### src/rtl/ed_pkg.sv
// Shared types and constants for the energy-detection configuration sequencer.
// Status layout: {state[2:0], 11'b0, err_timeout, err_ws, dropped_cnt[15:0]}.
package ed_pkg;

   typedef enum logic [2:0] {
      ST_IDLE  = 3'd0,
      ST_LOAD  = 3'd1,
      ST_RUN   = 3'd2,
      ST_DRAIN = 3'd3,
      ST_FLUSH = 3'd4
   } ed_state_t;

   localparam logic [7:0] DEF_TH_ADDR   = 8'd1;
   localparam logic [7:0] DEF_WS_ADDR   = 8'd3;
   localparam logic [7:0] DEF_CTRL_ADDR = 8'd5;

   localparam int COMMIT_BIT = 0;
   localparam int ENABLE_BIT = 1;

   localparam int STATUS_STATE_LSB       = 29;
   localparam int STATUS_ERR_TIMEOUT_BIT = 17;
   localparam int STATUS_ERR_WS_BIT      = 16;
   localparam int STATUS_DROP_LSB        = 0;

endpackage

### src/rtl/ed_settings_decode.sv
// Settings-bus decoder: holds the pending threshold/window registers and the
// enable/commit requests, plus same-cycle views of the requests for the FSM.
module ed_settings_decode
   import ed_pkg::*;
#(
   parameter logic [7:0]  TH_ADDR   = DEF_TH_ADDR,
   parameter logic [7:0]  WS_ADDR   = DEF_WS_ADDR,
   parameter logic [7:0]  CTRL_ADDR = DEF_CTRL_ADDR,
   parameter logic [31:0] TH_RESET  = 32'hFFFF_FFFF,
   parameter logic [9:0]  WS_RESET  = 10'd64
) (
   input  logic        clock,
   input  logic        reset,
   input  logic        set_stb,
   input  logic [7:0]  set_addr,
   input  logic [31:0] set_data,
   input  logic        load_ack,
   output logic [31:0] pending_th,
   output logic [9:0]  pending_ws,
   output logic        en_req,
   output logic        commit_req,
   output logic        ctrl_wr,
   output logic        en_req_eff,
   output logic        commit_eff
);

   logic th_wr;
   logic ws_wr;

   // The FSM reacts to a CTRL write in the same cycle it appears on the bus.
   always_comb begin
      th_wr      = set_stb && (set_addr == TH_ADDR);
      ws_wr      = set_stb && (set_addr == WS_ADDR);
      ctrl_wr    = set_stb && (set_addr == CTRL_ADDR);
      en_req_eff = ctrl_wr ? set_data[ENABLE_BIT] : en_req;
      commit_eff = commit_req || (ctrl_wr && set_data[COMMIT_BIT]);
   end

   always_ff @(posedge clock or negedge reset) begin
      if (!reset) begin
         pending_th <= TH_RESET;
         pending_ws <= WS_RESET;
         en_req     <= 1'b0;
         commit_req <= 1'b0;
      end else begin
         if (th_wr)
            pending_th <= set_data;
         if (ws_wr)
            pending_ws <= set_data[9:0];
         if (ctrl_wr)
            en_req <= set_data[ENABLE_BIT];
         // LOAD absorbs any commit that arrived while it was already on its way.
         if (load_ack)
            commit_req <= 1'b0;
         else if (ctrl_wr && set_data[COMMIT_BIT])
            commit_req <= 1'b1;
      end
   end

endmodule

### src/rtl/ed_config_sequencer.sv
// Configuration/flush sequencer: gates samples into the energy-detection datapath
// and swaps threshold/window only after drain and flush.
module ed_config_sequencer
   import ed_pkg::*;
#(
   parameter logic [7:0]  TH_ADDR       = DEF_TH_ADDR,
   parameter logic [7:0]  WS_ADDR       = DEF_WS_ADDR,
   parameter logic [7:0]  CTRL_ADDR     = DEF_CTRL_ADDR,
   parameter logic [31:0] TH_RESET      = 32'hFFFF_FFFF,
   parameter logic [9:0]  WS_RESET      = 10'd64,
   parameter int          FLUSH_CYCLES  = 4,
   parameter int          DRAIN_TIMEOUT = 4096
) (
   input  logic        clock,
   input  logic        reset,
   input  logic        set_stb,
   input  logic [7:0]  set_addr,
   input  logic [31:0] set_data,
   input  logic        dv_in,
   input  logic        dp_idle,
   output logic        dv_gated,
   output logic        dp_enable,
   output logic        dp_sclr,
   output logic [31:0] th_value,
   output logic [9:0]  window_size,
   output logic        cfg_done,
   output logic [31:0] status
);

   localparam int TMAX = (DRAIN_TIMEOUT > FLUSH_CYCLES) ? DRAIN_TIMEOUT : FLUSH_CYCLES;
   localparam int TW   = $clog2(TMAX + 1);

   ed_state_t      state;
   logic [TW-1:0]  timer;
   logic [15:0]    dropped_cnt;
   logic           err_timeout;
   logic           err_ws;
   logic [31:0]    pending_th;
   logic [9:0]     pending_ws;
   logic           en_req;
   logic           commit_req;
   logic           ctrl_wr;
   logic           en_req_eff;
   logic           commit_eff;
   logic           load_ack;

   assign load_ack = (state == ST_LOAD);
   assign dv_gated = dv_in & dp_enable;

   ed_settings_decode #(
      .TH_ADDR   (TH_ADDR),
      .WS_ADDR   (WS_ADDR),
      .CTRL_ADDR (CTRL_ADDR),
      .TH_RESET  (TH_RESET),
      .WS_RESET  (WS_RESET)
   ) u_decode (
      .clock      (clock),
      .reset      (reset),
      .set_stb    (set_stb),
      .set_addr   (set_addr),
      .set_data   (set_data),
      .load_ack   (load_ack),
      .pending_th (pending_th),
      .pending_ws (pending_ws),
      .en_req     (en_req),
      .commit_req (commit_req),
      .ctrl_wr    (ctrl_wr),
      .en_req_eff (en_req_eff),
      .commit_eff (commit_eff)
   );

   // Outputs are registered alongside the state so they change on the transition edge.
   always_ff @(posedge clock or negedge reset) begin
      if (!reset) begin
         state       <= ST_IDLE;
         dp_enable   <= 1'b0;
         dp_sclr     <= 1'b1;
         cfg_done    <= 1'b0;
         timer       <= '0;
         th_value    <= TH_RESET;
         window_size <= WS_RESET;
         err_timeout <= 1'b0;
         err_ws      <= 1'b0;
         dropped_cnt <= '0;
      end else begin
         cfg_done <= 1'b0;
         if (ctrl_wr) begin
            err_timeout <= 1'b0;
            err_ws      <= 1'b0;
            dropped_cnt <= '0;
         end else if (dv_in && !dp_enable && (state != ST_IDLE) && (dropped_cnt != 16'hFFFF)) begin
            dropped_cnt <= dropped_cnt + 16'd1;
         end

         case (state)
            ST_IDLE: begin
               if (en_req_eff)
                  state <= ST_LOAD;
            end
            ST_LOAD: begin
               th_value <= pending_th;
               if (pending_ws == 10'd0)
                  err_ws <= 1'b1;
               else
                  window_size <= pending_ws;
               cfg_done <= 1'b1;
               if (en_req_eff) begin
                  state     <= ST_RUN;
                  dp_enable <= 1'b1;
                  dp_sclr   <= 1'b0;
               end else begin
                  state   <= ST_IDLE;
                  dp_sclr <= 1'b1;
               end
            end
            ST_RUN: begin
               if (!en_req_eff || commit_eff) begin
                  state     <= ST_DRAIN;
                  dp_enable <= 1'b0;
                  timer     <= '0;
               end
            end
            ST_DRAIN: begin
               if (dp_idle || (timer == TW'(DRAIN_TIMEOUT - 1))) begin
                  if (!dp_idle)
                     err_timeout <= 1'b1;
                  timer   <= '0;
                  dp_sclr <= 1'b1;
                  state   <= en_req_eff ? ST_FLUSH : ST_IDLE;
               end else begin
                  timer <= timer + 1'b1;
               end
            end
            ST_FLUSH: begin
               if (timer == TW'(FLUSH_CYCLES - 1)) begin
                  timer   <= '0;
                  dp_sclr <= 1'b0;
                  state   <= ST_LOAD;
               end else begin
                  timer <= timer + 1'b1;
               end
            end
            default: begin
               state     <= ST_IDLE;
               dp_enable <= 1'b0;
               dp_sclr   <= 1'b1;
            end
         endcase
      end
   end

   always_comb begin
      status = '0;
      status[STATUS_STATE_LSB +: 3]     = state;
      status[STATUS_ERR_TIMEOUT_BIT]    = err_timeout;
      status[STATUS_ERR_WS_BIT]         = err_ws;
      status[STATUS_DROP_LSB +: 16]     = dropped_cnt;
   end

endmodule

### config.mk
export PLATFORM = sky130hd
export DESIGN_NAME = ed_config_sequencer
export DESIGN_NICKNAME = d
export VERILOG_FILES = /design/src/rtl/ed_pkg.sv /design/src/rtl/ed_settings_decode.sv /design/src/rtl/ed_config_sequencer.sv
export SDC_FILE = /design/constraint.sdc
export NUM_CORES = 1
export LEC_CHECK = 0
export CAP_MARGIN = 20
export CORE_ASPECT_RATIO = 0.7
export CORE_MARGIN = 3
export CORE_UTILIZATION = 30
export DETAILED_ROUTE_END_ITERATION = 10
export PLACE_DENSITY_LB_ADDON = 0.05
export REMOVE_ABC_BUFFERS = 1
export SYNTH_ARGS = -nofsm -noshare
export SYNTH_HDL_FRONTEND = slang
export SYNTH_HIERARCHICAL = 1
export SYNTH_SLANG_ARGS = --single-unit
export TNS_END_PERCENT = 100
### constraint.sdc
create_clock -name clock -period 2.1 [get_ports clock]
set_input_delay 0.21 -clock clock [delete_from_list [all_inputs] [get_ports clock]]
set_output_delay 0.21 -clock clock [all_outputs]
set_load 0.01 [all_outputs]
==> impl_results.md <==
* Outcome: finished clean
* Netlist cell types at 52
* Period minus WS final at 1.98 ns
* Layout area overhead at 39.7%
* Ys async rst share at 100%
* Ys flop type: dfstp_2
* #FFs+latches synth at 123
* Number of H-tree levels at 4
* Post-DP Area at 7120 um2
* Relative slew margins at 64.0%
* Hold Violations, Final at 0
* Core Footprint at 17700 um2
* MaxCap Viol Count at 0
* Final instance area at 7770 um2
* Initial antenna violation count at 0
* Pwr Density at 898 nW/um2
* Synthesized area per cell at 13.0 um2
* GP Congestion at 0.772
* Max Freq at 505 MHz
* Vias in the first global route at 3955
* Drt pass-1 iters at 4
* First-pass GRT wire length at 21.8 mm
* Leakage at 3.24 nW
* Post-synth EDFFs at 0
* Ant. Diodes at 0
* Top cell family by delay on the critical path: simple AND/OR/NAND/NOR gates
* Crit path max fanout at 7
* Largest net degree at the start of global routing at 51
* Critical path buffers and inverters at 1
* Clk root buf: clkbuf_16
* CTS Sinks at 123
* Drt drc at 0
* Setup CP Type: flip-flop to flip-flop
* I/O pins at 123
* Endpoint kind of the worst setup timing path: flip-flop
* Worst path arrival time at 2.27 ns
* CP required at 2.39 ns
* 1st-iter DRT viols at 175
* Final Cycle Share at 94.2%
* Cell Area, Synth at 5560 um2
* Die area at 20200 um2
* Hold crit path type: input pin to async pin
* Crit-path cells: nor4_1 > a41o_1 > o21ai_2 > buf_4 > and3_1 > a211o_1
* Gate Count Post-Synth at 427
* Crit start category: flip-flop
* Final setup vio count at 0
* Row count at 40
* RSZ-0062 raised after global routing: false
* Max incr delay on CP at 0.50 ns
* Max Slew Vio Count at 0
* Share of layout cells above drive strength 1 at 40.8%
* Most instantiated cells after synthesis: mux2_2, dfstp_2, dfrtp_1, nor2_1
* GRT overflow at 0
* Drt via density at 4.65
* DP Wirelength at 9.47 mm
* Post-synth top area cell: dfstp_2
* Clock latency at the later pin of the worst-skew pair at 0.41 ns
* Highest-delay cell along the critical path: nor4_1
* Fillcell total at 1667
* YS warnings at 6
* Number of routed nets with antenna violations at 0
* Layout Skew at 0.00630 ns
* Tot GR Track Use at 13.8%
* TritonCTS clock tree: done
* Port-buffer cells at 111
* Die Wd at 169 um
* Initial core utilization at 31.5%
* Peak supply drop at 0.408 mV
* Synth top area cells: dfstp_2, dfrtp_1, mux2_2, xnor2_1, buf_4
* Slew @ Worst Pin at 0.535 ns
* Final #Nets at 622
* Clk buf depth at 2
* Routed WL at 13.4 mm
* Fin Setup TNS at 0 ns
* Clk pin slew, worst setup/hold paths at 0.06 ns
* Share of the synthesized area in the top cell type at 31.7%
* Via count at 3809
* Top-count cell post-synth: mux2_2
* Die height at 120 um
* Drt wl/cell at 16.4 um
* Sequential area share after synthesis at 56.9%
* Num CTS Buffers at 17
[cell usage in the layout, fill, tap and decap left out, types with 8 or more instances in the layout]
master	Yosys	routed
clkbuf_16	0	18
mux2_2	81	80
a21oi_1	9	9
clkdlybuf4s50_1	0	102
nor3_1	8	8
nand3_1	11	11
nor2_1	28	28
nor2b_1	9	8
conb_1	1	11
buf_4	16	32
o21ai_0	11	10
dfrtp_1	56	56
xnor2_1	16	16
a22o_1	8	8
inv_1	9	8
dfstp_2	67	67
nor4_1	10	10
nand2_1	14	14
[power breakdown]
part	total, W	leakage (nW)	switching, W	internal [W]
combinational	0.00128	1.53	0.000557	0.000720
clock	0.00281	0.281	0.00108	0.00173
sequential	0.00289	1.42	0.000200	0.00269
[metrics by stage]
stage	utilization, %	worst slack [ns]	hold WS (ns)	total power, W	std cells
finish	44.0	0.122	0.311	0.00697	819
global route	44.0	0.00710	0.336	0.00736	819
CTS	43.9	0.00424	0.314	0.00711	819
detailed placement	40.3	-0.672	0.214	0.00421	784
global placement	40.3	-0.663	0.207	0.00419	784
floorplan	-	-1.53	-0.0856	0.00346	407
[cells by family (layout without fill, tap and decap cells)]
family                   after synthesis  after routing  synth area share [%]
flip-flops                           123            123                  56.9
AND/OR/NAND/NOR                      115            115                  13.0
multiplexers                          84             84                  17.0
AO/OA/AOI/OAI                         47             47                  5.76
buffers and inverters                 39            190                  4.39
XOR/XNOR                              16             16                  2.52
adder cells (fa/ha/maj)                2              2                 0.450
other                                  1             11                0.0674
[final timing paths]
| kind | start | end | slack [ns] | depth (start not counted) |
|---|---|---|---|---|
| setup / recovery | timer[10]$_DFFE_PN0P_ | timer[4]$_DFFE_PN0P_ | 0.12 | 6 |
| hold / removal | reset | dropped_cnt[14]$_DFFE_PN0P_ | 0.31 | 2 |
| setup reg to reg | timer[10]$_DFFE_PN0P_ | timer[4]$_DFFE_PN0P_ | 0.12 | 6 |
| hold reg to reg | u_decode/commit_req$_DFFE_PN0P_ | u_decode/commit_req$_DFFE_PN0P_ | 0.50 | 2 |
| max in group asynchronous | reset | dp_sclr$_DFFE_PN1P_ | 1.08 | 3 |
| min in group clock | set_data[25] | u_decode/pending_th[25]$_DFFE_PN1P_ | 0.40 | 2 |
[repair_timing]
action | 4_1_cts | 5_1_grt
buffers inserted | 2 | 0
setup endpoints to repair | 14 | 12
pin swaps | 4 | 2
gates resized for setup | 13 | 5
gates cloned | 0 | 0
hold buffers | 1 | 0
hold endpoints to repair | 16 | 0
[sequential cells by signal, summed over array words and instances (netlist names), 3 cells and up]
register	cells
dropped_cnt	16
state	3
th_value	32
timer	13
window_size	10
u_decode/pending_th	32
u_decode/pending_ws	10
[per-layer routing]
layer | share of wire [%] | global-route usage, % | up-vias
met1 | 51 | 20.3 | 1877
met3 | 5.7 | 4.21 | 16
met5 | 0 | 0 | -
met2 | 42 | 18.7 | 93
met4 | 1.6 | 5.42 | 0
li1 | - | - | 1823
[layout make-up]
class | instances | area (um2) | area share (%)
sequential | 123 | 3160 | 40.7
multi-input combinational | 275 | 2250 | 28.9
timing repair buffer | 149 | 1460 | 18.8
clock buffer | 19 | 464 | 5.97
tap | 231 | 289 | 3.72
clock inverter | 13 | 115 | 1.48
inverter | 9 | 33.8 | 0.435
No activity file was read; power rests on OpenSTA's default activity.
